### src/rtl/tt_sweep_pkg.sv
// Shared types and constants for the truth-table sweep controller.
package tt_sweep_pkg;

    typedef enum logic [1:0] {
        IDLE,
        HOLDING,
        SAMPLE,
        FINISH
    } tt_state_t;

    localparam int HOLD_W = 8;

endpackage

### src/rtl/hold_counter.sv
// Settle-delay counter: synchronous clear, increment enable, terminal flag at HOLD-1.
module hold_counter
    import tt_sweep_pkg::*;
#(
    parameter int unsigned HOLD = 2
) (
    input  logic clk,
    input  logic rst_n,
    input  logic clr,
    input  logic inc,
    output logic term
);

    logic [HOLD_W-1:0] r_cnt;

    always_ff @(posedge clk or negedge rst_n) begin
        if (!rst_n) begin
            r_cnt <= '0;
        end else if (clr) begin
            r_cnt <= '0;
        end else if (inc) begin
            r_cnt <= r_cnt + 1'b1;
        end
    end

    assign term = (r_cnt == HOLD_W'(HOLD - 1));

endmodule

### src/rtl/tt_sweep_ctrl.sv
// Sweeps an external N-input function through all codes, captures its truth table
// and compares it against a golden mask captured at start.
module tt_sweep_ctrl
    import tt_sweep_pkg::*;
#(
    parameter int unsigned N_IN = 4,
    parameter int unsigned HOLD = 2
) (
    input  logic                 clk,
    input  logic                 rst_n,
    input  logic                 start,
    input  logic [2**N_IN-1:0]   expected,
    output logic [N_IN-1:0]      vec,
    input  logic                 f_in,
    output logic                 busy,
    output logic                 done,
    output logic [2**N_IN-1:0]   table_out,
    output logic                 mismatch,
    output logic [N_IN-1:0]      first_err
);

    localparam logic [N_IN-1:0] LAST_CODE = '1;

    tt_state_t          r_state;
    tt_state_t          w_next;
    logic [N_IN-1:0]    r_vec;
    logic [2**N_IN-1:0] r_exp;
    logic [2**N_IN-1:0] r_table;
    logic               r_mismatch;
    logic [N_IN-1:0]    r_first_err;

    logic w_accept;
    logic w_last;
    logic w_hold_term;
    logic w_hold_clr;
    logic w_hold_inc;

    assign w_accept   = (r_state == IDLE) && start;
    assign w_last     = (r_vec == LAST_CODE);
    assign w_hold_clr = w_accept || ((r_state == SAMPLE) && !w_last);
    assign w_hold_inc = (r_state == HOLDING);

    hold_counter #(
        .HOLD(HOLD)
    ) u_hold (
        .clk  (clk),
        .rst_n(rst_n),
        .clr  (w_hold_clr),
        .inc  (w_hold_inc),
        .term (w_hold_term)
    );

    always_ff @(posedge clk or negedge rst_n) begin
        if (!rst_n) begin
            r_state <= IDLE;
        end else begin
            r_state <= w_next;
        end
    end

    always_comb begin
        w_next = r_state;
        case (r_state)
            IDLE:    if (start) w_next = HOLDING;
            HOLDING: if (w_hold_term) w_next = SAMPLE;
            SAMPLE:  w_next = w_last ? FINISH : HOLDING;
            FINISH:  w_next = IDLE;
            default: w_next = IDLE;
        endcase
    end

    // Codes are visited in ascending order, so the first flagged error is the lowest code.
    always_ff @(posedge clk or negedge rst_n) begin
        if (!rst_n) begin
            r_vec       <= '0;
            r_exp       <= '0;
            r_table     <= '0;
            r_mismatch  <= 1'b0;
            r_first_err <= '0;
        end else begin
            case (r_state)
                IDLE: begin
                    if (start) begin
                        r_exp       <= expected;
                        r_vec       <= '0;
                        r_table     <= '0;
                        r_mismatch  <= 1'b0;
                        r_first_err <= '0;
                    end
                end
                SAMPLE: begin
                    r_table[r_vec] <= f_in;
                    if ((f_in != r_exp[r_vec]) && !r_mismatch) begin
                        r_mismatch  <= 1'b1;
                        r_first_err <= r_vec;
                    end
                    if (!w_last) begin
                        r_vec <= r_vec + 1'b1;
                    end
                end
                default: ;
            endcase
        end
    end

    assign vec       = r_vec;
    assign busy      = (r_state == HOLDING) || (r_state == SAMPLE);
    assign done      = (r_state == FINISH);
    assign table_out = r_table;
    assign mismatch  = r_mismatch;
    assign first_err = r_first_err;

endmodule

### config.mk
export PLATFORM = sky130hd
export DESIGN_NAME = tt_sweep_ctrl
export DESIGN_NICKNAME = d
export VERILOG_FILES = /design/src/rtl/tt_sweep_pkg.sv /design/src/rtl/hold_counter.sv /design/src/rtl/tt_sweep_ctrl.sv
export SDC_FILE = /design/constraint.sdc
export NUM_CORES = 1
export LEC_CHECK = 0
export CAP_MARGIN = 10
export CORE_ASPECT_RATIO = 1.5
export CORE_MARGIN = 1
export CORE_UTILIZATION = 50
export DETAILED_ROUTE_END_ITERATION = 10
export MAX_ROUTING_LAYER = met4
export PLACE_DENSITY_LB_ADDON = 0.12
export SLEW_MARGIN = 20
export SYNTH_ARGS = -nofsm -noshare
export SYNTH_HDL_FRONTEND = slang
export SYNTH_SLANG_ARGS = --single-unit
### constraint.sdc
create_clock -name clk -period 4.1 [get_ports clk]
set_input_delay 0.82 -clock clk [delete_from_list [all_inputs] [get_ports clk]]
set_output_delay 0.82 -clock clk [all_outputs]
set_load 0.005 [all_outputs]
# Yosys cells after proc, flatten, opt, wreduce, memory -nomap -nowiden
# Cells that the tools add are included.
# W data, S select, Z words.
totals:
  in_bits: 20
  ff_bits: 51
  word_cells: 58
  output_inout_bits: 27
classes:
  eq_ne: 10
  n_reduce_logical: 16
  order_cmp: 2
  addsub: 2
  n_mux: 21
op_table:
  columns: ["cell", "n"]
  rows:
  - ["$pmux W16 S2", 1]
  - ["$bwmux W16", 1]
  - ["$mux W16", 1]
  - ["$mux W8", 2]
  - ["$pmux W4 S2", 2]
  - ["$mux W4", 3]
  - ["$add A8 B1 Y8 const B", 1]
  - ["$eq A8 B1 Y1 const B", 1]
  - ["$pmux W2 S4", 1]
  - ["$mux W2", 3]
  - ["$ne A2 B2 Y1 const B", 3]
  - ["$reduce_and A2 Y1", 3]
  - ["$reduce_and A3 Y1", 2]
  - ["$lt A4 B5 Y1 const B", 1]
  - ["$add A4 B1 Y4 const B", 1]
  - ["$bmux W1 S4", 1]
  - ["$demux W1 S4", 1]
  - ["$eq A2 B2 Y1 const B", 2]
  - ["$eq A4 B4 Y1 const B", 1]
  - ["$ge A4 B1 Y1 const B", 1]
  - ["$logic_and A1 B1 Y1", 4]
  - ["$mux W1", 4]
  - ["$reduce_bool A2 Y1", 2]
  - ["$eq A2 B1 Y1 const B", 1]
  - ["other kinds (6)", 8]

# Logic depth before layout (Yosys ltp)
logic_depth:
  ltp_word: 6
  ltp_mapped: 7
  depth_no_buf: 7

# Cells and area by module
# From an unflattened synthesis, not the netlist that was laid out.
hier_totals:
  hier_cells: 253
  hier_area_um2: 2737.6
modules_own_cells:
  columns: ["mod", "seq_area_each_um2", "area_each_um2", "n_inst", "cells_per_inst"]
  rows:
  - ["tt_sweep_ctrl", 1076.0, 2316.0, 1, 211]
  - ["hold_counter", 200.2, 421.7, 1, 42]

# Worst setup path after synthesis
# Ideal clock, no wire load.
synth_path:
  kind: "register -> register"
  start: "register r_vec[1], in the netlist vec[1]"
  end: "register r_first_err[2], in the netlist first_err[2]"
  t_arrival_ns: 1.993
  setup_slack_ns: 2.020
  setup_ns: 0.087
  path_buffers: 2
  stages_incl_launch_ff: 8
  required_ns: 4.013
  synth_period_minus_slack_ns: 2.080
  path_cell_list: "dfrtp_1 buf_6 buf_12 mux2i_1 mux4_2 mux2i_4 or4_1 o211ai_1"
synth_between:
  elab_chain_len: 6
synth_rtl:
  columns: ["element", "line", "source"]
  rows:
  - ["from (decl)", "tt_sweep_ctrl.sv:26", "logic [N_IN-1:0] r_vec;"]
  - ["from (signal assigned)", "tt_sweep_ctrl.sv:98", "r_vec <= r_vec + 1'b1;"]
  - ["$bmux W1 S4", "tt_sweep_ctrl.sv:93", "if ((f_in != r_exp[r_vec]) && !r_mismatch) begin"]
  - ["$mux W1 (implied by the code)", "tt_sweep_ctrl.sv:93", null]
  - ["$ne A1 B1 Y1", "tt_sweep_ctrl.sv:93", null]
  - ["$logic_and A1 B1 Y1", "tt_sweep_ctrl.sv:93", null]
  - ["$ne A2 B1 Y1 (no source line)", null, null]
  - ["$reduce_and A3 Y1 (no source line)", null, null]
  - ["to (signal assigned)", "tt_sweep_ctrl.sv:95", "r_first_err <= r_vec;"]
  - ["to (decl)", "tt_sweep_ctrl.sv:30", "logic [N_IN-1:0] r_first_err;"]
# Every way passes these cells. The select of a mux whose other input is x is not followed.
# A chain may end at the register's enable or synchronous reset.

# Worst setup path in the final report
layout_path:
  start: "register r_vec[1], in the netlist vec[1]"
  end: "output port vec[1]"
layout_rtl:
  columns: ["element", "line", "source"]
  rows:
  - ["to (decl)", "tt_sweep_ctrl.sv:13", "output logic [N_IN-1:0] vec,"]
# No word-level cell between the ends.

==> impl_metrics.toml <==
[worst_setup_path]
worst-r2r-cell-count = 5
critical_path.endpoint = "vec[1]"
worstPathCellList = "clkdlybuf4s50_1"
critPathBufInv = 1
cp_slowest_stage_delay_ps = 800
critical_path_class = "reg2out"
crit_fanout = 16
rr_startpoint = "vec[1]"
path_depth = 1
r2r-end = "first_err[2]"
worstPathRequired_ps = 3280
cp_data_arrival_time_ps = 1730
crit_slowest_cell = "dfrtp_1"
worst_setup_path_start_kind = "register"
critPathTopFamily = "flip-flops"
rrSetupSlack_ps = 1700
crit_start = "vec[1]"
end_kind = "output port"

[global_routing]
grt_max_degree = 33
grt_util_all_layers_pct = 22.4
antenna_found_initial = 0
grt.overflow.total = 0
grt_pass1_wl_mm = 9.07
grt_pass1_vias = 1955

[route]
dr.pass1.iters = 4
wirelength_mm = 5.29
viasPerCell = 5.48
drt_iter0_drc = 79
vias = 1962
routedWlPerCell_microns = 14.8
ant_nets = 0
drc_errors = 0

[clock_network]
cts_buffers = 5
clk_latency_ps = 310
clk_pin_slew_ps = 90
htree_levels = 2
tritoncts = "done"
cts_root_buffer = "clkbuf_8"
clock_path_buffers = 2
cts_setup_buffers = 0
post_cts_resized = 0
cts_num_sinks = 51
hold_buffers = 0

[finish]
multi_input_area_sq_um = 1240
syn_to_final_growth_pct = 23.0
diodes = 0
final_net_count = 322
drive_above_1_share_pct = 12.0
final_area_sq_um = 3220
final_cell_mix = "51 x dfrtp_1, 45 x clkdlybuf4s50_1, 36 x o21ai_0"
seq_area_sq_um = 1280
fillCellCount = 436
mostFrequentLayoutCell = "dfrtp_1"

[sta]
timing.fmax_mhz = 392
drv_slew = 0
rsz0062_at_grt = "no"
period_needed_ps = 2550
hold_viol = 0
fin_crit_sh_pct = 62.3
final.setup.tns_ps = 0
fin_skew_ps = 5.74
slew_headroom_pct = 53.3
setup_viol = 0
worst_slew_pin_slew_ps = 699

[synthesis]
synth_ff_type = "dfrtp_1"
synth_area_sq_um = 2620
ys_ff_latch = 51
ys_top_cells_by_area = "dfrtp_1 49%, o21ai_0 6.9%, mux2_2 6.9%"
seq_area_frac_synth_pct = 48.8
syn_inst = 248
synth-edff-count = 0
yosysWarningCount = 0
synthDistinctLibCells = 35
synth_top_area_share_pct = 48.8
syn_area_per_cell_sq_um = 10.5
synthArstFlopShare_pct = 100
yosysTopAreaCell = "dfrtp_1"
synth_nets = 279

[outcome]
status = "completed"

[power]
p_int_uw = 1270
p_comb_share_pct = 44.0
switching_power_uw = 754
p_per_area_nw_per_um2 = 628
p_seq_share_pct = 38.1
p_clk_share_pct = 17.9
peakVddDrop_uv = 302
p_leak_uw = 0.00138
sw_frac_of_total_pct = 37.3

[worst_hold_path]
min_path_type = "in2async"

[die]
coreArea_sq_um = 4930
dieArea_sq_um = 5530
chipHeight_microns = 90.6
fp.dieW_microns = 61.1
rows = 31
io-pin-count = 47
initial_core_util_pct = 53.1

[place]
postPlaceCellArea_sq_um = 3100
dp_hpwl_mm = 3.93
io_buffers = 46
globalplace.congestion = 0.851

[run]
drv_cap = 0
-- synth_stat cells (3+ instances only) --
cell      count
a22o_1        3
nor3_1        4
clkbuf_1      9
a21oi_1      20
nand4_1       6
nand3_1       4
nor2_1       13
inv_1         8
o21ai_0      36
nand2_1      23
o211ai_2      3
and3_1        4
mux2_2       16
dfrtp_1      51
mux2i_1       8
ha_1         11
xor2_1        6
-- flip-flops by register name, indices dropped and copies added (netlist names) --
register / cells
r_state: 2
u_hold.r_cnt: 8
mismatch: 1
r_exp: 16
table_out: 16
first_err: 4
vec: 4
-- power groups by stage --
stage | sequential [uW] | combinational (uW) | clock, uW
floorplan | 732 | 657 | 0
global placement | 774 | 877 | 0
detailed placement | 783 | 891 | 0
CTS | 771 | 896 | 367
global route | 790 | 993 | 389
finish | 771 | 888 | 361
-- per-layer routing --
metal  global-route usage (%)  wire length [microns]  vias up
met5                        -                      0        -
met4                     9.47                    121        0
met3                     3.58                    155        9
met2                     35.8                   2810       52
li1                         -                      -      961
met1                     27.3                   2200      940
-- how the worst min path moves through the flow --
| stage | endpoint | depth (start not counted) | start |
|---|---|---|---|
| 6_report | first_err[2] | 1 | rst_n |
| 5_1_grt | first_err[2] | 1 | rst_n |
| 4_1_cts | first_err[2] | 1 | rst_n |
| 3_5_place_dp | table_out[15] | 1 | table_out[15] |
| 3_3_place_gp | r_exp[7] | 1 | r_exp[7] |
| 2_1_floorplan | r_exp[0] | 1 | r_exp[0] |
-- stage by stage --
step                util [%]  std cells  power, uW  setup WS [ps]  hold slack (ps)
floorplan                  -        248       1390           2020              479
global placement        62.9        350       1650           1480              486
detailed placement      62.9        350       1670           1460              488
CTS                     65.3        358       2030           1520              454
global route            65.3        358       2170           1490              469
finish                  65.3        358       2020           1550              432
-- cell families (layout without fill, tap and decap cells) --
logic type               count (synthesis)  after routing  share of synthesized area, %
flip-flops                              51             51                          48.8
adder cells (fa/ha/maj)                 11             11                          5.26
XOR/XNOR                                 7              7                          2.34
AO/OA/AOI/OAI                           70             70                          15.3
multiplexers                            28             28                          13.4
AND/OR/NAND/NOR                         61             61                          11.1
buffers and inverters                   20             64                          3.83
-- area by class of cell --
cell class | count | share of cell area, %
sequential | 51 | 39.7
multi-input combinational | 177 | 38.5
timing repair buffer | 48 | 14.6
clock buffer | 6 | 2.57
tap | 66 | 2.57
clock inverter | 2 | 1.09
inverter | 8 | 0.934
Note: power is estimated with default switching activity, not from simulation.
